$ cat config.mk
export PLATFORM = sky130hd
export DESIGN_NAME = diff_integrator
export DESIGN_NICKNAME = d
export VERILOG_FILES = /design/src/rtl/diff_integrator.sv
export SDC_FILE = /design/constraint.sdc
export NUM_CORES = 1
export LEC_CHECK = 0
export BUFFER_PORTS_ARGS = -buffer_cell sky130_fd_sc_hd__buf_4
export CELL_PAD_IN_SITES_DETAIL_PLACEMENT = 1
export CELL_PAD_IN_SITES_GLOBAL_PLACEMENT = 2
export CORE_MARGIN = 2
export CORE_UTILIZATION = 36
export CTS_CLUSTER_DIAMETER = 80
export DETAILED_ROUTE_END_ITERATION = 6
export GPL_ROUTABILITY_DRIVEN = 0
export PLACE_DENSITY_LB_ADDON = 0.05
export SETUP_SLACK_MARGIN = 0.3
export SYNTH_ARGS = -nofsm -noshare
export SYNTH_HDL_FRONTEND = slang
export SYNTH_SLANG_ARGS = --single-unit
$ cat constraint.sdc
create_clock -name clk -period 5.5 [get_ports clk]
set_clock_uncertainty 0.2 [all_clocks]
set_input_delay 1.1 -clock clk [delete_from_list [all_inputs] [get_ports clk]]
set_output_delay 1.1 -clock clk [all_outputs]
set_load 0.05 [all_outputs]
$ cat src/rtl/diff_integrator.sv
// diff_integrator
//   Rebuilds a sample stream from its max_order-th backward difference by
//   cascaded accumulation. An accepted sample is added into the top
//   accumulator, then one lower order is updated per clock until acc[0]
//   (the reconstructed sample) is produced on y with a one-cycle valid pulse.
//   Initial conditions lost by differencing are restored through the
//   seed-load port (ld / ld_idx / ld_data) while the block is idle.
//
// Configuration macro: DIFF_INTEGRATOR_SAT_EN
//   defined   : every accumulator add saturates; extra sticky output sat.
//   undefined : adds wrap modulo 2^OUT_RES, no sat port.
//
// Ports
//   clk      in   rising-edge clock
//   reset    in   asynchronous, active-low reset
//   en       in   sample strobe, d valid this cycle (dropped while busy)
//   d        in   max_order-th difference sample (signed)
//   ld       in   seed-load strobe (idle only, loses to en)
//   ld_idx   in   accumulator index for the seed (>= max_order ignored)
//   ld_data  in   seed value (signed)
//   y        out  reconstructed sample, holds between samples
//   valid    out  one-cycle pulse when y is updated
//   busy     out  cascade in progress
//   ovr      out  sticky: a sample arrived while busy and was dropped
//   sat      out  sticky: an add clipped (DIFF_INTEGRATOR_SAT_EN only)
module diff_integrator #(
  parameter int max_order      = 4,
  parameter int max_order_bits = $clog2(max_order),
  parameter int OUT_RES        = 16   // codebase-wide sample width
) (
  input  logic                      clk,
  input  logic                      reset,
  input  logic                      en,
  input  logic signed [OUT_RES-1:0] d,
  input  logic                      ld,
  input  logic [max_order_bits:0]   ld_idx,
  input  logic signed [OUT_RES-1:0] ld_data,
  output logic signed [OUT_RES-1:0] y,
  output logic                      valid,
  output logic                      busy,
  output logic                      ovr
`ifdef DIFF_INTEGRATOR_SAT_EN
  ,
  output logic                      sat
`endif
);

  localparam int cnt_w = max_order_bits + 1;
  localparam logic [cnt_w-1:0] top_idx = cnt_w'(max_order - 1);
  localparam logic [cnt_w-1:0] num_acc = cnt_w'(max_order);
  // First cascade step after the top accumulator handles order max_order-2.
  localparam logic [cnt_w-1:0] c_start = cnt_w'((max_order > 1) ? max_order - 2 : 0);

  typedef enum logic {IDLE, CASC} state_t;

  state_t                    state_reg, state_next;
  logic [cnt_w-1:0]          c_reg;
  logic signed [OUT_RES-1:0] acc_reg  [max_order];
  logic signed [OUT_RES-1:0] acc_next [max_order];
  logic signed [OUT_RES-1:0] y_reg;
  logic                      valid_reg;
  logic                      ovr_reg;

  logic                      take;     // sample accepted this edge
  logic                      load;     // seed write this edge
  logic                      add_we;   // shared adder result is written
  logic                      last;     // this add produces the output sample
  logic [cnt_w-1:0]          tgt_idx;
  logic signed [OUT_RES-1:0] op_a, op_b, sum;

`ifdef DIFF_INTEGRATOR_SAT_EN
  logic signed [OUT_RES:0]   sum_wide;
  logic                      clip;
  logic                      sat_reg;
`endif

  // One adder serves both the top-accumulator update (IDLE) and every
  // cascade step (CASC); only one accumulator changes per edge.
  always_comb begin
    take    = (state_reg == IDLE) && en;
    load    = (state_reg == IDLE) && !en && ld && (ld_idx < num_acc);
    add_we  = take || (state_reg == CASC);
    last    = ((state_reg == CASC) && (c_reg == '0)) || (take && (max_order == 1));
    tgt_idx = (state_reg == IDLE) ? top_idx : c_reg;

    op_a = '0;
    for (int k = 0; k < max_order; k++) begin
      if (tgt_idx == cnt_w'(k)) op_a = acc_reg[k];
    end

    op_b = d;
    if (state_reg == CASC) begin
      op_b = '0;
      for (int k = 0; k < max_order - 1; k++) begin
        if (c_reg == cnt_w'(k)) op_b = acc_reg[k+1];
      end
    end

`ifdef DIFF_INTEGRATOR_SAT_EN
    sum_wide = {op_a[OUT_RES-1], op_a} + {op_b[OUT_RES-1], op_b};
    clip     = 1'b0;
    sum      = sum_wide[OUT_RES-1:0];
    // Overflow shows as disagreement between the two top bits.
    if (sum_wide[OUT_RES] != sum_wide[OUT_RES-1]) begin
      clip = 1'b1;
      sum  = sum_wide[OUT_RES] ? {1'b1, {(OUT_RES-1){1'b0}}}
                               : {1'b0, {(OUT_RES-1){1'b1}}};
    end
`else
    sum = op_a + op_b;
`endif
  end

  genvar gi;
  generate
    for (gi = 0; gi < max_order; gi++) begin : g_acc
      assign acc_next[gi] = (add_we && (tgt_idx == cnt_w'(gi))) ? sum :
                            (load && (ld_idx == cnt_w'(gi)))    ? ld_data :
                                                                  acc_reg[gi];
    end
  endgenerate

  always_ff @(posedge clk or negedge reset) begin
    if (!reset) begin
      for (int k = 0; k < max_order; k++) acc_reg[k] <= '0;
    end else begin
      for (int k = 0; k < max_order; k++) acc_reg[k] <= acc_next[k];
    end
  end

  // FSM
  always_ff @(posedge clk or negedge reset) begin
    if (!reset) state_reg <= IDLE;
    else        state_reg <= state_next;
  end

  always_comb begin
    state_next = state_reg;
    case (state_reg)
      IDLE:    if (en && (max_order > 1)) state_next = CASC;
      CASC:    if (c_reg == '0) state_next = IDLE;
      default: state_next = IDLE;
    endcase
  end

  // Counter, output and sticky flags
  always_ff @(posedge clk or negedge reset) begin
    if (!reset) begin
      c_reg     <= '0;
      y_reg     <= '0;
      valid_reg <= 1'b0;
      ovr_reg   <= 1'b0;
`ifdef DIFF_INTEGRATOR_SAT_EN
      sat_reg   <= 1'b0;
`endif
    end else begin
      valid_reg <= last;
      if (last) y_reg <= sum;
      if (take)                    c_reg <= c_start;
      else if (state_reg == CASC)  c_reg <= c_reg - cnt_w'(1);
      if (en && (state_reg == CASC)) ovr_reg <= 1'b1;
`ifdef DIFF_INTEGRATOR_SAT_EN
      if (add_we && clip) sat_reg <= 1'b1;
`endif
    end
  end

  assign y     = y_reg;
  assign valid = valid_reg;
  assign busy  = (state_reg == CASC);
  assign ovr   = ovr_reg;
`ifdef DIFF_INTEGRATOR_SAT_EN
  assign sat   = sat_reg;
`endif

endmodule

Yosys cells after proc, flatten, opt, wreduce, memory -nomap -nowiden
Cells that the tools add are included.
- add/subtract/negate cells: 2
- $lt $le $gt $ge: 1
- equality and inequality tests: 8
- muxes and demuxes: 22
- bitwise operators: 1
- reductions and logical operators: 24
- operator list (operator ; count):
    $mux W16 ; 16
    $add A16 B16 Y16 ; 1
    $eq A3 B2 Y1 const B ; 5
    $logic_and A1 B1 Y1 ; 14
    $reduce_bool A2 Y1 ; 5
    $eq A3 B1 Y1 const B ; 3
    $logic_not A3 Y1 ; 3
    $mux W3 ; 3
    $lt A3 B3 Y1 const B ; 1
    $sub A3 B1 Y3 const B ; 1
    $mux W1 ; 2
    $pmux W1 S2 ; 1
    $logic_not A1 Y1 ; 1
    $logic_or A1 B1 Y1 ; 1
    $not A1 Y1 ; 1
- register bits: 86
- output and inout bits: 19
- word-level logic and storage cells: 67

Logic depth before layout (Yosys ltp)
- word-level depth: 8
- depth in mapped cells: 21
- depth with buffers taken out: 17

Worst setup path after synthesis
No wires, ideal clock.
- kind: reg-to-reg
- from: register c_reg[1]
- to: register acc_reg[12] (netlist name)
- library setup time: 0.142 ns
- arrival: 3.809 ns
- required time: 5.158 ns
- path slack: 1.349 ns
- cell stages (with the launch flop): 19
- buffers on the path: 3
- period minus slack after synthesis: 4.151 ns
- cells stage by stage: dfrtp_1 clkbuf_2 inv_1 clkbuf_1 ha_1 clkbuf_1 nor2_1 a21oi_1 nor2_1 a21oi_1 o22ai_1 ha_1 fa_1 a211oi_1 o21bai_1 o311ai_1 nand2_1 a311oi_1 o21ai_0
- cells in the longest elaborated chain, start to end: 8
- elaborated cells between the ends (all ways): 20
- ends and longest elaborated chain (element ; line ; text):
    start: declaration ; 57 ; logic [cnt_w-1:0] c_reg;
    start signal: assignment ; 159 ; if (take) c_reg <= c_start;
    start signal: assignment ; 160 ; else if (state_reg == CASC) c_reg <= c_reg - cnt_w'(1);
    $mux W3 ; 84 ; tgt_idx = (state_reg == IDLE) ? top_idx : c_reg;
    $logic_not A3 Y1 ; 88 ; if (tgt_idx == cnt_w'(k)) op_a = acc_reg[k];
    $mux W16 (4 in series) ; 88 ;
    $add A16 B16 Y16 ; 110 ; sum = op_a + op_b;
    $mux W16 ; 117 ; assign acc_next[gi] = (add_we && (tgt_idx == cnt_w'(gi))) ? sum :
    end: declaration ; 58 ; logic signed [OUT_RES-1:0] acc_reg [max_order];
Parallel ways exist; a longest one is shown, timed or not.
A chain may end at the register's enable or synchronous reset.

Worst setup path in the final report
- from: register c_reg[0]
- to: register y_reg[14], in the netlist y[14]
- cells in the longest elaborated chain, start to end: 7
- elaborated cells between the ends (all ways): 18
- ends and longest elaborated chain (element ; line ; text):
    $mux W3 ; 84 ;
    $logic_not A3 Y1 ; 88 ;
    $mux W16 (4 in series) ; 88 ;
    $add A16 B16 Y16 ; 110 ;
    end signal: assignment ; 158 ; if (last) y_reg <= sum;
    end: declaration ; 60 ; logic signed [OUT_RES-1:0] y_reg;
Parallel ways exist; a longest one is shown, timed or not.

==> results.json <==
{
  "grt_util_all_layers_pct": 26.2,
  "worstReg2RegStart": "c_reg[0]$_DFFE_PN0N_",
  "synth_top_family_by_area": "compound AO/OA/AOI/OAI gates",
  "fp.dieH_um": 125,
  "slew-limit-headroom_pct": 23.6,
  "slew_viol_final": 0,
  "tightestPinTransition_ns": 1.14,
  "hpwl_um": 13900,
  "drc": 0,
  "cts_buffer_depth": 2,
  "synthesis.area_sq_mm": 0.00531,
  "worst-path-max-fanout": 18,
  "ys_types": 57,
  "worstSkewPairLatency_ns": 0.36,
  "htreeDepth": 3,
  "cts_tree": "done",
  "synth_compound_area_share_pct": 29.5,
  "num_rows": 44,
  "layout.nets": 727,
  "clockRootBuffer": "clkbuf_16",
  "timing.hold.ws_ns": 0.267,
  "drv_cap": 0,
  "hold_start": "ovr$_DFFE_PN0P_",
  "grt-ovfl-total": 0,
  "grt_first_pass_wirelength_um": 31400,
  "fill_cells": 1728,
  "critPathCaptureType": "flop",
  "outcome": "finished, final reports clean",
  "die-area_sq_mm": 0.0157,
  "firstDrtPassIters": 7,
  "syn_nets": 680,
  "min_delay_worst_endpoint": "ovr$_DFFE_PN0P_",
  "cp.arrival_ns": 4.70,
  "finalHoldViolCount": 0,
  "synth_ff_type": "dfrtp_1",
  "start_util_pct": 36.7,
  "antenna_found_initial": 0,
  "cp.required_ns": 5.49,
  "finalCriticalPeriod_ns": 4.71,
  "drive_gt1_share_pct": 18.9,
  "synth_common_cells": "dfrtp_1 (86), o21ai_0 (76), nand2_1 (74)",
  "largest_register_ffs": 64,
  "muxShareOfSynthArea_pct": 3.96,
  "cts_hold_buffers": 0,
  "cts_resized": 0,
  "n_antenna_cell": 0,
  "finalCritPeriodShare_pct": 85.7,
  "ant_nets": 0,
  "synth_fa_ha_area_share_pct": 4.86,
  "ys_ff_latch": 86,
  "yosys.area.top_type": "dfrtp_1",
  "synth_top_area_share_pct": 40.5,
  "grt_max_degree": 49,
  "synth_edf_count": 0,
  "drt_iter0_markers": 387,
  "io_pins": 58,
  "postCtsSetupBuffers": 0,
  "fin_cells": 857,
  "r2r_cells": 17,
  "worst_setup_path_start_kind": "flop",
  "clk_pin_slew_worst_paths_ns": 0.07,
  "cts_sinks": 86,
  "synth_seq_area_share_pct": 40.5,
  "die_x_um": 125,
  "setup_violations": 0,
  "vias": 5099,
  "synth_warnings": 0,
  "hp-class": "flop to flop",
  "routedWlPerCell_um": 23.4,
  "rrSetupSlack_ns": 0.79,
  "syn_avg_cell_area_sq_um": 8.55,
  "yosys.area_share.simple_pct": 14.1,
  "synthCells": 621,
  "max_freq_mhz": 212,
  "crit_type": "flop to flop",
  "vias_per_cell": 5.95,
  "port_buffers": 57,
  "yosysMostFrequentCell": "dfrtp_1",
  "yosys-top-cells-area": "dfrtp_1 (41%), o21ai_0 (7.2%), a21oi_1 (5.9%), nand2_1 (5.2%), a22oi_1 (5.1%)",
  "async_flop_share_pct": 100,
  "fin_setup_tns_ns": 0,
  "placed_cells": 841,
  "holdPathStages": 1,
  "cts_buffers": 9,
  "area_growth_pct": 18.0,
  "core_sq_mm": 0.0145,
  "synthXorXnorAreaFrac_pct": 2.29,
  "drt_wl_total_um": 20000,
  "rsz0062_at_grt": "false",
  "rr_endpoint": "y[14]$_DFFE_PN0P_",
  "grt_pass1_vias": 5280
}
==> routing by layer <==
layer | GRT usage, % | wire, um | vias to the layer above
li1 | - | - | 2358
met3 | 4.71 | 1040 | 32
met5 | 0 | 0 | -
met1 | 35.3 | 9060 | 2567
met4 | 9.54 | 473 | 0
met2 | 42.2 | 9440 | 142
==> per-stage QoR <==
stage          worst slack [ns]  utilization [%]  area [sq um]
6_report                  0.787             43.3          6260
5_1_grt                   0.426             43.3          6260
2_1_floorplan              1.35                -          5310
3_3_place_gp              0.895             41.1          5950
4_1_cts                   0.675             43.2          6260
3_5_place_dp              0.717             41.1          5950
==> cells in the final DEF (no fill, tap or decap), types with 8 or more instances in the layout <==
| master | netlist | layout |
|---|---|---|
| clkbuf_16 | 0 | 9 |
| o22ai_1 | 24 | 24 |
| mux2_2 | 16 | 16 |
| a21oi_1 | 63 | 63 |
| dfrtp_1 | 86 | 86 |
| inv_1 | 24 | 24 |
| nand2_1 | 74 | 74 |
| o21ai_1 | 11 | 10 |
| a22oi_1 | 36 | 36 |
| o21ai_0 | 76 | 76 |
| nor3_1 | 10 | 10 |
| nor2_1 | 52 | 52 |
| o221ai_1 | 8 | 8 |
| buf_4 | 0 | 76 |
| ha_1 | 19 | 19 |
==> final cells by class <==
class                   instances  area (sq um)  share of cell area, %
clock buffers                   9           225                   3.60
clock inverters                 7          80.1                   1.28
inverters                      24          90.1                   1.44
multi-input cells             471          2910                   46.5
flip-flops and latches         86          2150                   34.4
well taps                     184           230                   3.68
repair buffers                 76           571                   9.11
==> critical path: stages, from the launching register on <==
cell and delay, ns:
dfrtp_1 0.46, inv_1 0.33, ha_1 0.62, nand2_1 0.17, nor2_1 0.05, a21oi_1 0.14, nor2_1 0.06, a21oi_1 0.15
o22ai_1 0.09, ha_1 0.22, fa_1 0.43, a211oi_1 0.27, o21bai_1 0.18, o311ai_1 0.26, nand2_1 0.20, a21oi_1 0.22
xor2_1 0.34, o21ai_0 0.14
==> cell families after synthesis <==
| kind of cell | Yosys count |
|---|---|
| AO/OA/AOI/OAI | 254 |
| multiplexers | 19 |
| adder cells (fa/ha/maj) | 20 |
| AND/OR/NAND/NOR | 165 |
| XOR/XNOR | 13 |
| buffers and inverters | 64 |
| flip-flops | 86 |
==> worst max-delay path by stage <==
stage	startpoint	to	slack, ns	cells after the start
finish	c_reg[0]$_DFFE_PN0N_	y[14]$_DFFE_PN0P_	0.79	17
detailed placement	c_reg[1]$_DFFE_PN0N_	acc_reg[44]$_DFFE_PN0P_	0.72	16
global placement	c_reg[1]$_DFFE_PN0N_	acc_reg[28]$_DFFE_PN0P_	0.90	16
CTS	c_reg[0]$_DFFE_PN0N_	acc_reg[44]$_DFFE_PN0P_	0.67	16
floorplan	c_reg[1]$_DFFE_PN0N_	acc_reg[12]$_DFFE_PN0P_	1.35	18
global route	c_reg[1]$_DFFE_PN0N_	y[14]$_DFFE_PN0P_	0.43	17
Power is left out: the tool's default activity adds up to more than one toggle a clock period on the data nets, which glitch-free logic cannot reach.
